===== src/rtl/buzzer_sequencer_if.sv =====
// rtl/buzzer_sequencer_if.sv - request/response bundle between keypad decoder and buzzer sequencer
// The mute line exists only when BUZZ_MUTE_EN is defined.
interface buzzer_sequencer_if;
   logic       req_click;
   logic       req_pass;
   logic       req_fail;
`ifdef BUZZ_MUTE_EN
   logic       mute;
`endif
   logic       buzzer;
   logic       busy;
   logic [1:0] active_id;
   logic       done;

`ifdef BUZZ_MUTE_EN
   modport master (
      output req_click, req_pass, req_fail, mute,
      input  buzzer, busy, active_id, done
   );
   modport slave (
      input  req_click, req_pass, req_fail, mute,
      output buzzer, busy, active_id, done
   );
`else
   modport master (
      output req_click, req_pass, req_fail,
      input  buzzer, busy, active_id, done
   );
   modport slave (
      input  req_click, req_pass, req_fail,
      output buzzer, busy, active_id, done
   );
`endif
endinterface


===== src/rtl/buzzer_sequencer.sv =====
// rtl/buzzer_sequencer.sv - arbitrates click/pass/fail requests and plays the winning tone pattern
// Optional BUZZ_MUTE_EN adds a mute input that silences the buzzer without disturbing sequencing.
module buzzer_sequencer #(
   parameter int unsigned CLICK_HALF = 50000,
   parameter int unsigned CLICK_LEN  = 10000000,
   parameter int unsigned PASS_HALF  = 25000,
   parameter int unsigned PASS_LEN   = 30000000,
   parameter int unsigned FAIL_HALF  = 100000,
   parameter int unsigned FAIL_LEN   = 15000000,
   parameter int unsigned GAP_START  = 5000000,
   parameter int unsigned GAP_END    = 10000000
) (
   input  logic              clk,
   input  logic              rst,
   buzzer_sequencer_if.slave bus
);

   // Encoding doubles as priority order and as the active_id value.
   typedef enum logic [1:0] {
      S_IDLE  = 2'd0,
      S_CLICK = 2'd1,
      S_PASS  = 2'd2,
      S_FAIL  = 2'd3
   } state_t;

   state_t      r_state;
   state_t      w_state_next;
   state_t      w_req_state;
   logic [31:0] r_half_cnt;
   logic [31:0] w_half_next;
   logic [31:0] r_dur_cnt;
   logic [31:0] w_dur_next;
   logic        r_tone_q;
   logic        w_tone_next;
   logic        r_buzzer;
   logic        w_buzzer_next;
   logic        r_busy;
   logic [1:0]  r_active_id;
   logic        r_done;
   logic        w_done_next;
   logic        w_accept;
   logic        w_gap;
   logic        w_mute;
   logic [31:0] w_half_lim;
   logic [31:0] w_len_lim;

`ifdef BUZZ_MUTE_EN
   assign w_mute = bus.mute;
`else
   assign w_mute = 1'b0;
`endif

   always_comb begin
      w_req_state = S_IDLE;
      if (bus.req_fail)
         w_req_state = S_FAIL;
      else if (bus.req_pass)
         w_req_state = S_PASS;
      else if (bus.req_click)
         w_req_state = S_CLICK;
   end

   // Equal priority restarts, higher preempts, lower is dropped.
   assign w_accept = (w_req_state != S_IDLE) && (w_req_state >= r_state);

   always_comb begin
      w_half_lim = 32'd0;
      w_len_lim  = 32'd0;
      case (r_state)
         S_CLICK: begin
            w_half_lim = CLICK_HALF - 1;
            w_len_lim  = CLICK_LEN - 1;
         end
         S_PASS: begin
            w_half_lim = PASS_HALF - 1;
            w_len_lim  = PASS_LEN - 1;
         end
         S_FAIL: begin
            w_half_lim = FAIL_HALF - 1;
            w_len_lim  = FAIL_LEN - 1;
         end
         default: begin
            w_half_lim = 32'd0;
            w_len_lim  = 32'd0;
         end
      endcase
   end

   always_comb begin
      w_state_next = r_state;
      w_half_next  = r_half_cnt;
      w_dur_next   = r_dur_cnt;
      w_tone_next  = r_tone_q;
      w_done_next  = 1'b0;
      if (w_accept) begin
         w_state_next = w_req_state;
         w_half_next  = 32'd0;
         w_dur_next   = 32'd0;
         w_tone_next  = 1'b1;
      end else if (r_state != S_IDLE) begin
         if (r_dur_cnt == w_len_lim) begin
            w_state_next = S_IDLE;
            w_half_next  = 32'd0;
            w_dur_next   = 32'd0;
            w_tone_next  = 1'b0;
            w_done_next  = 1'b1;
         end else begin
            w_dur_next = r_dur_cnt + 32'd1;
            if (r_half_cnt == w_half_lim) begin
               w_half_next = 32'd0;
               w_tone_next = ~r_tone_q;
            end else begin
               w_half_next = r_half_cnt + 32'd1;
            end
         end
      end
   end

   // Gap is judged on the count the registered buzzer will be shown alongside.
   assign w_gap = (w_state_next == S_FAIL) && (w_dur_next >= GAP_START) && (w_dur_next < GAP_END);
   assign w_buzzer_next = w_tone_next & ~w_gap & ~w_mute;

   always_ff @(posedge clk or posedge rst) begin
      if (rst) begin
         r_state     <= S_IDLE;
         r_half_cnt  <= 32'd0;
         r_dur_cnt   <= 32'd0;
         r_tone_q    <= 1'b0;
         r_buzzer    <= 1'b0;
         r_busy      <= 1'b0;
         r_active_id <= 2'd0;
         r_done      <= 1'b0;
      end else begin
         r_state     <= w_state_next;
         r_half_cnt  <= w_half_next;
         r_dur_cnt   <= w_dur_next;
         r_tone_q    <= w_tone_next;
         r_buzzer    <= w_buzzer_next;
         r_busy      <= (w_state_next != S_IDLE);
         r_active_id <= w_state_next;
         r_done      <= w_done_next;
      end
   end

   assign bus.buzzer    = r_buzzer;
   assign bus.busy      = r_busy;
   assign bus.active_id = r_active_id;
   assign bus.done      = r_done;

endmodule

===== src/flat_wrapper.sv =====
// flat-port wrapper written by rule: the top's interface ports become plain ports
module buzzer_sequencer_flat 
#(
   parameter int unsigned CLICK_HALF = 50000,
   parameter int unsigned CLICK_LEN  = 10000000,
   parameter int unsigned PASS_HALF  = 25000,
   parameter int unsigned PASS_LEN   = 30000000,
   parameter int unsigned FAIL_HALF  = 100000,
   parameter int unsigned FAIL_LEN   = 15000000,
   parameter int unsigned GAP_START  = 5000000,
   parameter int unsigned GAP_END    = 10000000
)
  (clk, rst, bus_req_click, bus_req_pass, bus_req_fail, bus_buzzer, bus_busy, bus_active_id, bus_done);
  buzzer_sequencer_if bus_i ();
  input  logic clk;
  input  logic rst;
  input wire logic [$bits(bus_i.req_click)-1:0] bus_req_click;
  input wire logic [$bits(bus_i.req_pass)-1:0] bus_req_pass;
  input wire logic [$bits(bus_i.req_fail)-1:0] bus_req_fail;
  output wire logic [$bits(bus_i.buzzer)-1:0] bus_buzzer;
  output wire logic [$bits(bus_i.busy)-1:0] bus_busy;
  output wire logic [$bits(bus_i.active_id)-1:0] bus_active_id;
  output wire logic [$bits(bus_i.done)-1:0] bus_done;
  assign bus_i.req_click = bus_req_click;
  assign bus_i.req_pass = bus_req_pass;
  assign bus_i.req_fail = bus_req_fail;
  assign bus_buzzer = bus_i.buzzer;
  assign bus_busy = bus_i.busy;
  assign bus_active_id = bus_i.active_id;
  assign bus_done = bus_i.done;
  buzzer_sequencer #(.CLICK_HALF(CLICK_HALF), .CLICK_LEN(CLICK_LEN), .PASS_HALF(PASS_HALF), .PASS_LEN(PASS_LEN), .FAIL_HALF(FAIL_HALF), .FAIL_LEN(FAIL_LEN), .GAP_START(GAP_START), .GAP_END(GAP_END)) u_core (.clk(clk), .rst(rst), .bus(bus_i));
endmodule

===== config.mk =====
export PLATFORM = sky130hd
export DESIGN_NAME = buzzer_sequencer_flat
export DESIGN_NICKNAME = d
export VERILOG_FILES = /design/src/rtl/buzzer_sequencer_if.sv /design/src/rtl/buzzer_sequencer.sv /design/src/flat_wrapper.sv
export SDC_FILE = /design/constraint.sdc
export NUM_CORES = 1
export LEC_CHECK = 0
export ABC_AREA = 1
export BUFFER_PORTS_ARGS = -buffer_cell sky130_fd_sc_hd__buf_2
export CORE_ASPECT_RATIO = 1.2
export CORE_UTILIZATION = 35
export CTS_BUF_LIST = sky130_fd_sc_hd__clkbuf_2
export DETAILED_ROUTE_END_ITERATION = 8
export GPL_TIMING_DRIVEN = 0
export RECOVER_POWER = 50
export SLEW_MARGIN = 20
export SYNTH_ARGS = -nofsm -noshare
export SYNTH_HDL_FRONTEND = slang
export SYNTH_SLANG_ARGS = --single-unit

===== constraint.sdc =====
create_clock -name clk -period 7 [get_ports clk]
set_clock_uncertainty 0.15 [all_clocks]
set_input_delay 0.7 -clock clk [delete_from_list [all_inputs] [get_ports clk]]
set_output_delay 0.7 -clock clk [all_outputs]
set_load 0.1 [all_outputs]

==> impl_metrics.tcl, run 1 <==
set metrics [dict create \
    status "finished with violations" \
    violations "capacitance limit, slew limit" \
    start_kind "flip-flop" \
    cp_top_family "simple AND/OR/NAND/NOR gates" \
    multi_input_area_sq_mm 0.00335 \
    fmax_ghz 0.255 \
    ys_seq_elements 70 \
    clkTransAtPathRegs_ns 0.23 \
    mostFrequentLayoutCell "nand2_1" \
    drv_slew 40 \
    netlist-cell-type-count 45 \
    grt_max_degree 40 \
    initial_core_util_pct 35.7 \
    ys_warn_count 0 \
    powerDensity_mw_per_mm2 242 \
    syn_avg_cell_area_sq_um 6.48 \
    drt-initial-drc-count 323 \
    drt-total-wl_um 18500 \
    die_x_um 119 \
    synth_edf_count 0 \
    switching_share_pct 52.5 \
    ios 10 \
    holdWs_ns 0.291 \
    grt_util_met1_pct 26.9 \
    cp_num_buf_inv 3 \
    ant_nets 0 \
    grt_pass1_vias 5711 \
    cts-root-buf "clkbuf_2" \
    rows 51 \
    die_h_um 143 \
    crit_arrival_ns 4.29 \
    synthesis.area_sq_mm 0.00579 \
    setup_violations 0 \
    drv_cap 1 \
    rsz0062_at_grt "false" \
    ys.flop_type "dfrtp_1" \
    cts_buffers 9 \
    grt-ovfl-total 0 \
    post-route-drc-count 0 \
    p_leak_nw 2.97 \
    p_int_mw 0.716 \
    finalSetupTns_ns 0 \
    post-route-period-util_pct 56.0 \
    clk_latency_ns 0.61 \
    clock_path_buffers 2 \
    met2_usage_pct 40.9 \
    portBuffers 9 \
    viasPerCell 5.26 \
    max_slew_margin_pct -45.2 \
    antenna_found_initial 0 \
    nets 928 \
    layout_common_cells "nand2_1, inv_1, nor2_1, nand3_1, dfrtp_1" \
    grt.busiest_layer "met2" \
    cp_slowest_cell "nor4b_1" \
    dp_hpwl_um 14600 \
    syn-num-nets 906 \
    core_area_sq_mm 0.0162 \
    pwr-share-comb_pct 52.3 \
    wire_per_inst_um 16.4 \
    critPathKind "reg -> reg" \
    grt_pass1_wl_um 30000 \
    power_mw 1.51 \
    synthCells 893 \
    gp_congestion 0.923 \
    fin_crit_ns 3.92 \
    detail_route.first_pass.iterations 5 \
    clkPwrFrac_pct 17.5 \
    register_area_sq_mm 0.00175 \
    htree_levels 3 \
    dp.cells 1115 \
    antenna-diode-count 0 \
    drive_gt1_share_pct 10.0 \
    grt_usage_pct 22.8 \
    ys_async_sr_fraction_pct 100 \
    postCtsResizedCells 0 \
    hold_viol 0 \
    clock_sinks 70 \
    synthTopCellsByArea "dfrtp_1, nand2_1, inv_1, nor2_1, nand3_1" \
    synth_top_area_share_pct 30.3 \
    dr_total_vias 5952 \
    critPathMaxFanout 10 \
    grt_use_met3_pct 2.76 \
    required_ns 7.37 \
    dieArea_sq_mm 0.0171 \
    areaGrowthSynthToFinish_pct 7.66 \
    synth_top_area_cell "dfrtp_1" \
    endpoint_kind "flip-flop" \
    worstMarginPinSlew_ns 2.18 \
    slowest_delay_ns 0.60 \
    layout.cells.non_filler 1132 \
    fillCellCount 1780 \
    cts_tree "done" \
    ys_seq_area_share_pct 30.3 \
    seqPwrFrac_pct 30.3 \
    peakVddDrop_v 0.000120 \
    hold_class "in -> reg" \
    crit_chain "inv_1, ha_1, inv_1, clkbuf_1, nand2_1, nand4_1, nor4b_1, nor4b_1, nand4_1, nand3b_1, o21ai_0" \
    switching_power_mw 0.791 \
]
-- registers in the layout (all words and copies together) (netlist names) --
register and count:
u_core.bus.busy 1, u_core.bus.done 1, u_core.r_dur_cnt 32, u_core.r_state 2, u_core.r_tone_q 1, u_core.r_half_cnt 32, u_core.bus.buzzer 1
-- metrics by stage --
step / utilization (%) / setup slack [ns] / cell area (sq um)
2_1_floorplan: - / 3.72 / 5790
3_3_place_gp: 37.6 / 3.30 / 6100
3_5_place_dp: 37.7 / 3.31 / 6120
4_1_cts: 38.5 / 3.26 / 6250
5_1_grt: 38.4 / 2.73 / 6230
6_report: 38.4 / 3.08 / 6230
-- kinds of logic after synthesis --
group                      synth area share, %
AOI/OAI and AO/OA                         7.44
xor gates and xnor gates                  5.15
adders and majority gates                 1.73
buffers and inverters                     11.8
DFF                                       30.3
and+or+nand+nor                           43.6
-- layer usage --
| layer | wire (um) | vias to the layer above |
|---|---|---|
| met3 | 794 | 43 |
| met1 | 7780 | 2798 |
| met2 | 9240 | 180 |
| met5 | 0 | - |
| met4 | 712 | 0 |
| li1 | - | 2931 |
-- area by class of cell --
type	count	area share, %
buffer	23	2.25
clock buffer	9	0.723
clock inverter	7	1.19
inverter	145	8.76
multi-input combinational	655	53.8
sequential	70	28.1
tap	212	4.26
timing repair buffer	11	0.924
-- power by group through the flow --
stage	combinational [mW]	sequential, mW	clock [mW]
5_1_grt	0.861	0.459	0.285
3_5_place_dp	0.785	0.463	0
6_report	0.788	0.456	0.263
4_1_cts	0.788	0.455	0.268
3_3_place_gp	0.782	0.462	0
2_1_floorplan	0.495	0.517	0
-- synth_stat cells, types with 10 or more instances --
library cell	count
nand2_1	237
inv_1	133
nor2_1	106
nand3_1	72
dfrtp_1	70
nand4_1	44
o21ai_0	24
a21oi_1	23
xor2_1	23
nor3_1	20
nor4_1	15
nand2_2	11
xnor2_1	11
inv_2	10
nor2_2	10
-- what timing repair did --
action	in CTS	in global routing
endpoints found under the hold margin	31	0
setup buffers	0	0
hold buffers	1	0
endpoints found under the setup margin	0	0
-- path summary, 6_finish.rpt --
check / from / endpoint / slack (ns) / depth (start not counted)
setup / recovery: u_core.r_state[0] / u_core.r_half_cnt[27] / 3.08 / 11
hold / removal: bus_req_fail / u_core.r_state[0] / 0.29 / 5
setup reg to reg: u_core.r_state[0] / u_core.r_half_cnt[27] / 3.08 / 11
hold reg to reg: u_core.r_half_cnt[31] / u_core.r_half_cnt[31] / 0.45 / 2
max in group asynchronous: rst / u_core.r_half_cnt[14] / 3.35 / 4
min in group asynchronous: rst / u_core.r_half_cnt[3] / 0.76 / 3
-- worst register-to-register path, cell delays in order, from the launching register on --
cell	delay, ns
dfrtp_1	0.57
inv_1	0.24
ha_1	0.34
inv_1	0.18
clkbuf_1	0.32
nand2_1	0.16
nand4_1	0.10
nor4b_1	0.40
nor4b_1	0.60
nand4_1	0.48
nand3b_1	0.22
o21ai_0	0.09
Power figures use the tool's default switching activity.
==> run 2, diff against run 1 <==
clock period = 3.82 ns   (was 7 ns; I/O delays follow)
==> run 2 against run 1 <==
  * The flow still finishes with violations (capacitance limit, slew limit)
  * Clock-buffer cell count unchanged
  * Combinational power increased by 84%
  * Sequential power increased by 83%
  * Sequential share of layout area down 0.20 points
  * Via count decreased by 0.91%
  * Largest power group unchanged
==> impl_metrics.tcl, run 2 (synthesis gave the netlist of run 1 again) <==
set metrics [dict create \
    areaGrowthSynthToFinish_pct 8.41 \
    reg_top3 "u_core.r_dur_cnt (32), u_core.r_half_cnt (32), u_core.r_state (2)" \
    clkTransAtPathRegs_ns 0.23 \
    viasPerCell 5.20 \
    cts_tree "done" \
    setup_ws_ns 0.209 \
    fin_crit_ns 3.61 \
    cpMostUsedCell "nand2_1" \
    hold_class "in -> reg" \
    grt_usage_pct 22.8 \
    holdWs_ns 0.324 \
    initial_core_util_pct 35.7 \
    violations "capacitance limit, slew limit" \
    antenna-diode-count 0 \
    max_slew_margin_pct -20.7 \
    ant_nets 0 \
    grt-ovfl-total 0 \
    grt_max_degree 40 \
    crit_arrival_ns 3.99 \
    hold_viol 0 \
    core_area_sq_mm 0.0162 \
    rsz0062_at_grt "false" \
    drive_gt1_share_pct 10.1 \
    powerDensity_mw_per_mm2 441 \
    placed_area_sq_mm 0.00612 \
    drv_slew 40 \
    antenna_found_initial 0 \
    drv_cap 1 \
    dieArea_sq_mm 0.0171 \
    cp_num_buf_inv 3 \
    detail_route.first_pass.iterations 5 \
    pre_cts_ws_ns 0.131 \
    wire_per_inst_um 16.3 \
    cp_top_family "simple AND/OR/NAND/NOR gates" \
    rows 51 \
    mostFrequentLayoutCell "nand2_1" \
    critPathMaxFanout 10 \
    drt-initial-drc-count 367 \
    htree_levels 3 \
    nets 931 \
    clk_latency_ns 0.62 \
    dr_total_vias 5898 \
    worst_r2r_endpoint "u_core.bus.buzzer" \
    layout_common_cells "nand2_1, inv_1, nor2_1, nand3_1, dfrtp_1" \
    r2r-start "u_core.r_state[0]" \
    peakVddDrop_v 0.000221 \
    min_from "bus_req_click" \
    whs_endpoint "u_core.r_state[1]" \
    critPathKind "reg -> reg" \
    cts_buffers 9 \
    p_leak_nw 2.99 \
    clock_sinks 70 \
    post-route-drc-count 0 \
    r2r_slack_ns 0.21 \
    fmax_ghz 0.277 \
    cts-root-buf "clkbuf_2" \
    dp_hpwl_um 14600 \
    crit_chain "inv_1, ha_1, inv_1, nand2_1, nand2_1, nor2_2, nand2_2, nor2_4, nand4_4, buf_6, nand2_2, nand2_1, nor2_1, nand3_1, nor2_1, nand2_1, nand3_2, a21oi_2" \
    reg2regPathDepth 18 \
    post_cts_buffers 0 \
    status "finished with violations" \
    start_kind "flip-flop" \
    gp_congestion 0.923 \
    portBuffers 9 \
    clock_path_buffers 2 \
    required_ns 4.20 \
    final_cell_area_sq_mm 0.00627 \
    setup_violations 0 \
    drt-total-wl_um 18500 \
    grt_pass1_wl_um 30100 \
    die_h_um 143 \
    finalSetupTns_ns 0 \
    slowest_delay_ns 0.63 \
    post-route-period-util_pct 94.5 \
    endpoint_kind "flip-flop" \
    worstMarginPinSlew_ns 1.81 \
    die_x_um 119 \
    cp_slowest_cell "dfrtp_1" \
    ios 10 \
    worstHoldPathCells 8 \
    fillCellCount 1774 \
    grt_pass1_vias 5722 \
]
==> run 2: repair_timing <==
action,4_1_cts,5_1_grt
hold buffers,4,0
gates resized for setup,0,1
hold endpoints to repair,73,0
setup endpoints to repair,0,4
==> run 2: area by class of cell <==
cell class              count  area [sq um]  share of cell area, %
clock buffers               9          45.0                  0.718
clock inverters             7          73.8                   1.18
well taps                 212           265                   4.23
repair buffers             14          95.1                   1.52
plain buffers              23           140                   2.23
multi-input cells         655          3360                   53.5
inverters                 145           546                   8.70
flip-flops and latches     70          1750                   27.9
==> run 2: worst max-delay path by stage <==
stage               slack, ns         startpoint  cells after the start               endpoint
global route             0.03  u_core.r_state[0]                     11  u_core.r_half_cnt[27]
CTS                      0.08  u_core.r_state[0]                     11  u_core.r_half_cnt[27]
finish                   0.21  u_core.r_state[0]                     18      u_core.bus.buzzer
detailed placement       0.13  u_core.r_state[0]                     11  u_core.r_half_cnt[27]
global placement         0.12  u_core.r_state[0]                     11  u_core.r_half_cnt[27]
floorplan                0.54  u_core.r_state[0]                     18      u_core.bus.buzzer
==> run 2: stage by stage <==
stage | utilization (%) | total power [mW] | cells
CTS | 38.7 | 2.77 | 1135
global placement | 37.6 | 2.28 | 1114
global route | 38.7 | 2.95 | 1135
floorplan | - | 1.85 | 893
finish | 38.7 | 2.77 | 1135
detailed placement | 37.7 | 2.29 | 1115
==> run 2: tightest hold or removal path, delay by kind of cell <==
family	cells	cell delay, ns
fa+ha+maj	1	0.17
simple gates	3	0.24
buf+inv	2	0.12
compound gates	2	0.15
==> run 2: metal layers <==
layer	part of all wire [%]	GRT usage [%]
met5	0	0
met2	50	40.9
met1	43	27.0
met4	3.6	11.1
met3	3.7	2.76
==> run 2: where the power goes <==
part / switching (mW) / internal [mW]
logic: 1.06 / 0.383
clock network: 0.333 / 0.151
registers: 0.0547 / 0.781
==> run 3, diff against run 2 <==
PLACE_DENSITY = 0.59   (was default)
clock period = 3.3 ns   (was 3.82 ns; I/O delays follow)
==> run 3 against run 2 <==
  * Critical path depth unchanged
  * Core utilization up 0.52 points
  * Die area stayed put
  * The flow now finishes without violations
  * Cell count rose by 0.35%
  * Clock-buffer cell count is the same
  * Clock power up 25%
  * Via count up 0.14%
  * Sequential power is 14% higher
==> impl_metrics.tcl, run 3 (synthesis gave the netlist of run 1 again) <==
set metrics [dict create \
    worstHoldPathCells 7 \
    reg2regPathDepth 18 \
    hold_class "in -> reg" \
    critPathKind "reg -> reg" \
    dieArea_sq_mm 0.0171 \
    layout_common_cells "nand2_1, inv_1, nor2_1, nand3_1, dfrtp_1" \
    min_from "bus_req_pass" \
    areaGrowthSynthToFinish_pct 9.88 \
    met2_usage_pct 43.9 \
    reg_top3 "u_core.r_dur_cnt (32), u_core.r_half_cnt (32), u_core.r_state (2)" \
    drv_cap 0 \
    p_int_mw 1.62 \
    crit_arrival_ns 3.50 \
    fin_crit_ns 3.11 \
    clock_path_buffers 2 \
    crit_chain "inv_1, ha_2, inv_1, nand2_1, nand2_1, nor2_2, nand2_2, nor2_4, nand4_4, buf_6, nand2_2, nand2_1, nor2_2, nand3_1, nor2_1, nand2_1, nand3_2, a21oi_2" \
    ios 10 \
    grt-ovfl-total 0 \
    drt-initial-drc-count 515 \
    finalSetupTns_ns 0 \
    worst_r2r_endpoint "u_core.bus.buzzer" \
    initial_core_util_pct 35.7 \
    detail_route.first_pass.iterations 5 \
    cpMostUsedCell "nand2_1" \
    r2r-start "u_core.r_state[1]" \
    antenna_found_initial 1 \
    clock_sinks 70 \
    worstMarginPinSlew_ns 1.17 \
    fin_util_pct 39.2 \
    grt.busiest_layer "met2" \
    switching_share_pct 51.2 \
    gp_congestion 0.957 \
    setup_violations 0 \
    drv_slew 0 \
    cp_slowest_cell "dfrtp_2" \
    clkTransAtPathRegs_ns 0.24 \
    pwr-share-comb_pct 53.1 \
    hold_viol 0 \
    max_slew_margin_pct 22.0 \
    viasPerCell 5.19 \
    post-route-period-util_pct 94.2 \
    die_x_um 119 \
    clk_latency_ns 0.63 \
    seqPwrFrac_pct 28.6 \
    dp_hpwl_um 15000 \
    grt_max_degree 54 \
    critPathMaxFanout 10 \
    r2r_slack_ns 0.19 \
    core_area_sq_mm 0.0162 \
    grt_util_met1_pct 27.4 \
    mostFrequentLayoutCell "nand2_1" \
    grt_pass1_wl_um 31300 \
    clkPwrFrac_pct 18.3 \
    status "finished, final reports clean" \
    endpoint_kind "flip-flop" \
    drt-total-wl_um 19400 \
    p_leak_nw 3.02 \
    grt_use_met3_pct 2.64 \
    whs_endpoint "u_core.r_state[1]" \
    die_h_um 143 \
    dr_total_vias 5906 \
    htree_levels 3 \
    nets 935 \
    cts_buffers 9 \
    powerDensity_mw_per_mm2 522 \
    drive_gt1_share_pct 11.2 \
    rsz0062_at_grt "true" \
    grt_pass1_vias 5821 \
    required_ns 3.69 \
    portBuffers 9 \
    cts_tree "done" \
    post-route-drc-count 0 \
    rows 51 \
    peakVddDrop_v 0.000221 \
    wire_per_inst_um 17.1 \
    fmax_ghz 0.322 \
    start_kind "flip-flop" \
    slowest_delay_ns 0.47 \
    grt_usage_pct 24.3 \
    switching_power_mw 1.70 \
    ant_nets 0 \
    cts-root-buf "clkbuf_2" \
]
==> run 3: layer usage <==
metal  vias up  share of wire (%)
met5         -                  0
met4         0                5.7
met3        51                3.4
met2       141                 50
met1      2764                 41
li1       2950                  -
==> run 3: area by class of cell <==
cell class | count | area, sq um
multi-input cells | 655 | 3370
well taps | 212 | 265
repair buffers | 18 | 145
plain buffers | 23 | 141
inverters | 145 | 546
fillers | 1800 | 9850
clock buffers | 9 | 45.0
flip-flops and latches | 70 | 1750
clock inverters | 6 | 87.6
diodes | 1 | 2.50
==> run 3: how the worst max path moves through the flow <==
| stage | from | endpoint | slack, ns | cells after the start |
|---|---|---|---|---|
| floorplan | u_core.r_state[0] | u_core.bus.buzzer | 0.02 | 18 |
| global placement | u_core.r_state[0] | u_core.bus.buzzer | -0.15 | 18 |
| detailed placement | u_core.r_state[0] | u_core.bus.buzzer | -0.14 | 18 |
| CTS | u_core.r_state[1] | u_core.bus.buzzer | 0.009 | 18 |
| global route | u_core.r_state[1] | u_core.bus.buzzer | -0.06 | 18 |
| finish | u_core.r_state[1] | u_core.bus.buzzer | 0.19 | 18 |
==> run 3: power by group through the flow <==
| stage | sequential (mW) | combinational [mW] | clock, mW |
|---|---|---|---|
| 3_3_place_gp | 0.975 | 1.68 | 0 |
| 5_1_grt | 0.960 | 1.94 | 0.653 |
| 6_report | 0.950 | 1.76 | 0.606 |
| 3_5_place_dp | 0.973 | 1.69 | 0 |
| 4_1_cts | 0.949 | 1.74 | 0.620 |
| 2_1_floorplan | 1.10 | 1.05 | 0 |
==> run 3: what timing repair did <==
| item | 4_1_cts | 5_1_grt |
|---|---|---|
| endpoints found under the hold margin | 73 | 0 |
| setup buffers | 1 | 1 |
| setup endpoints to repair | 5 | 32 |
| resized for setup | 3 | 7 |
| hold buffers | 6 | 0 |
==> run 3: worst max-delay path, delay by kind of cell, from the launching register on <==
kind | cells | cell delay [ns]
AND/OR/NAND/NOR | 13 | 1.43
buffers and inverters | 3 | 0.48
adder cells (fa/ha/maj) | 1 | 0.43
AO/OA/AOI/OAI | 1 | 0.04
flip-flops | 1 | 0.47
==> run 3: through the flow <==
step                      total power [mW]  hold WS (ns)  setup WS, ns  area (sq um)  instances
after floorplan                       2.15         0.344        0.0198          5790        893
after CTS                             3.31         0.121       0.00895          6330       1137
after global routing                  3.55         0.257       -0.0632          6360       1139
final                                 3.32         0.205         0.190          6360       1139
after global placement                2.66         0.380        -0.154          6100       1114
after detailed placement              2.66         0.150        -0.136          6130       1115
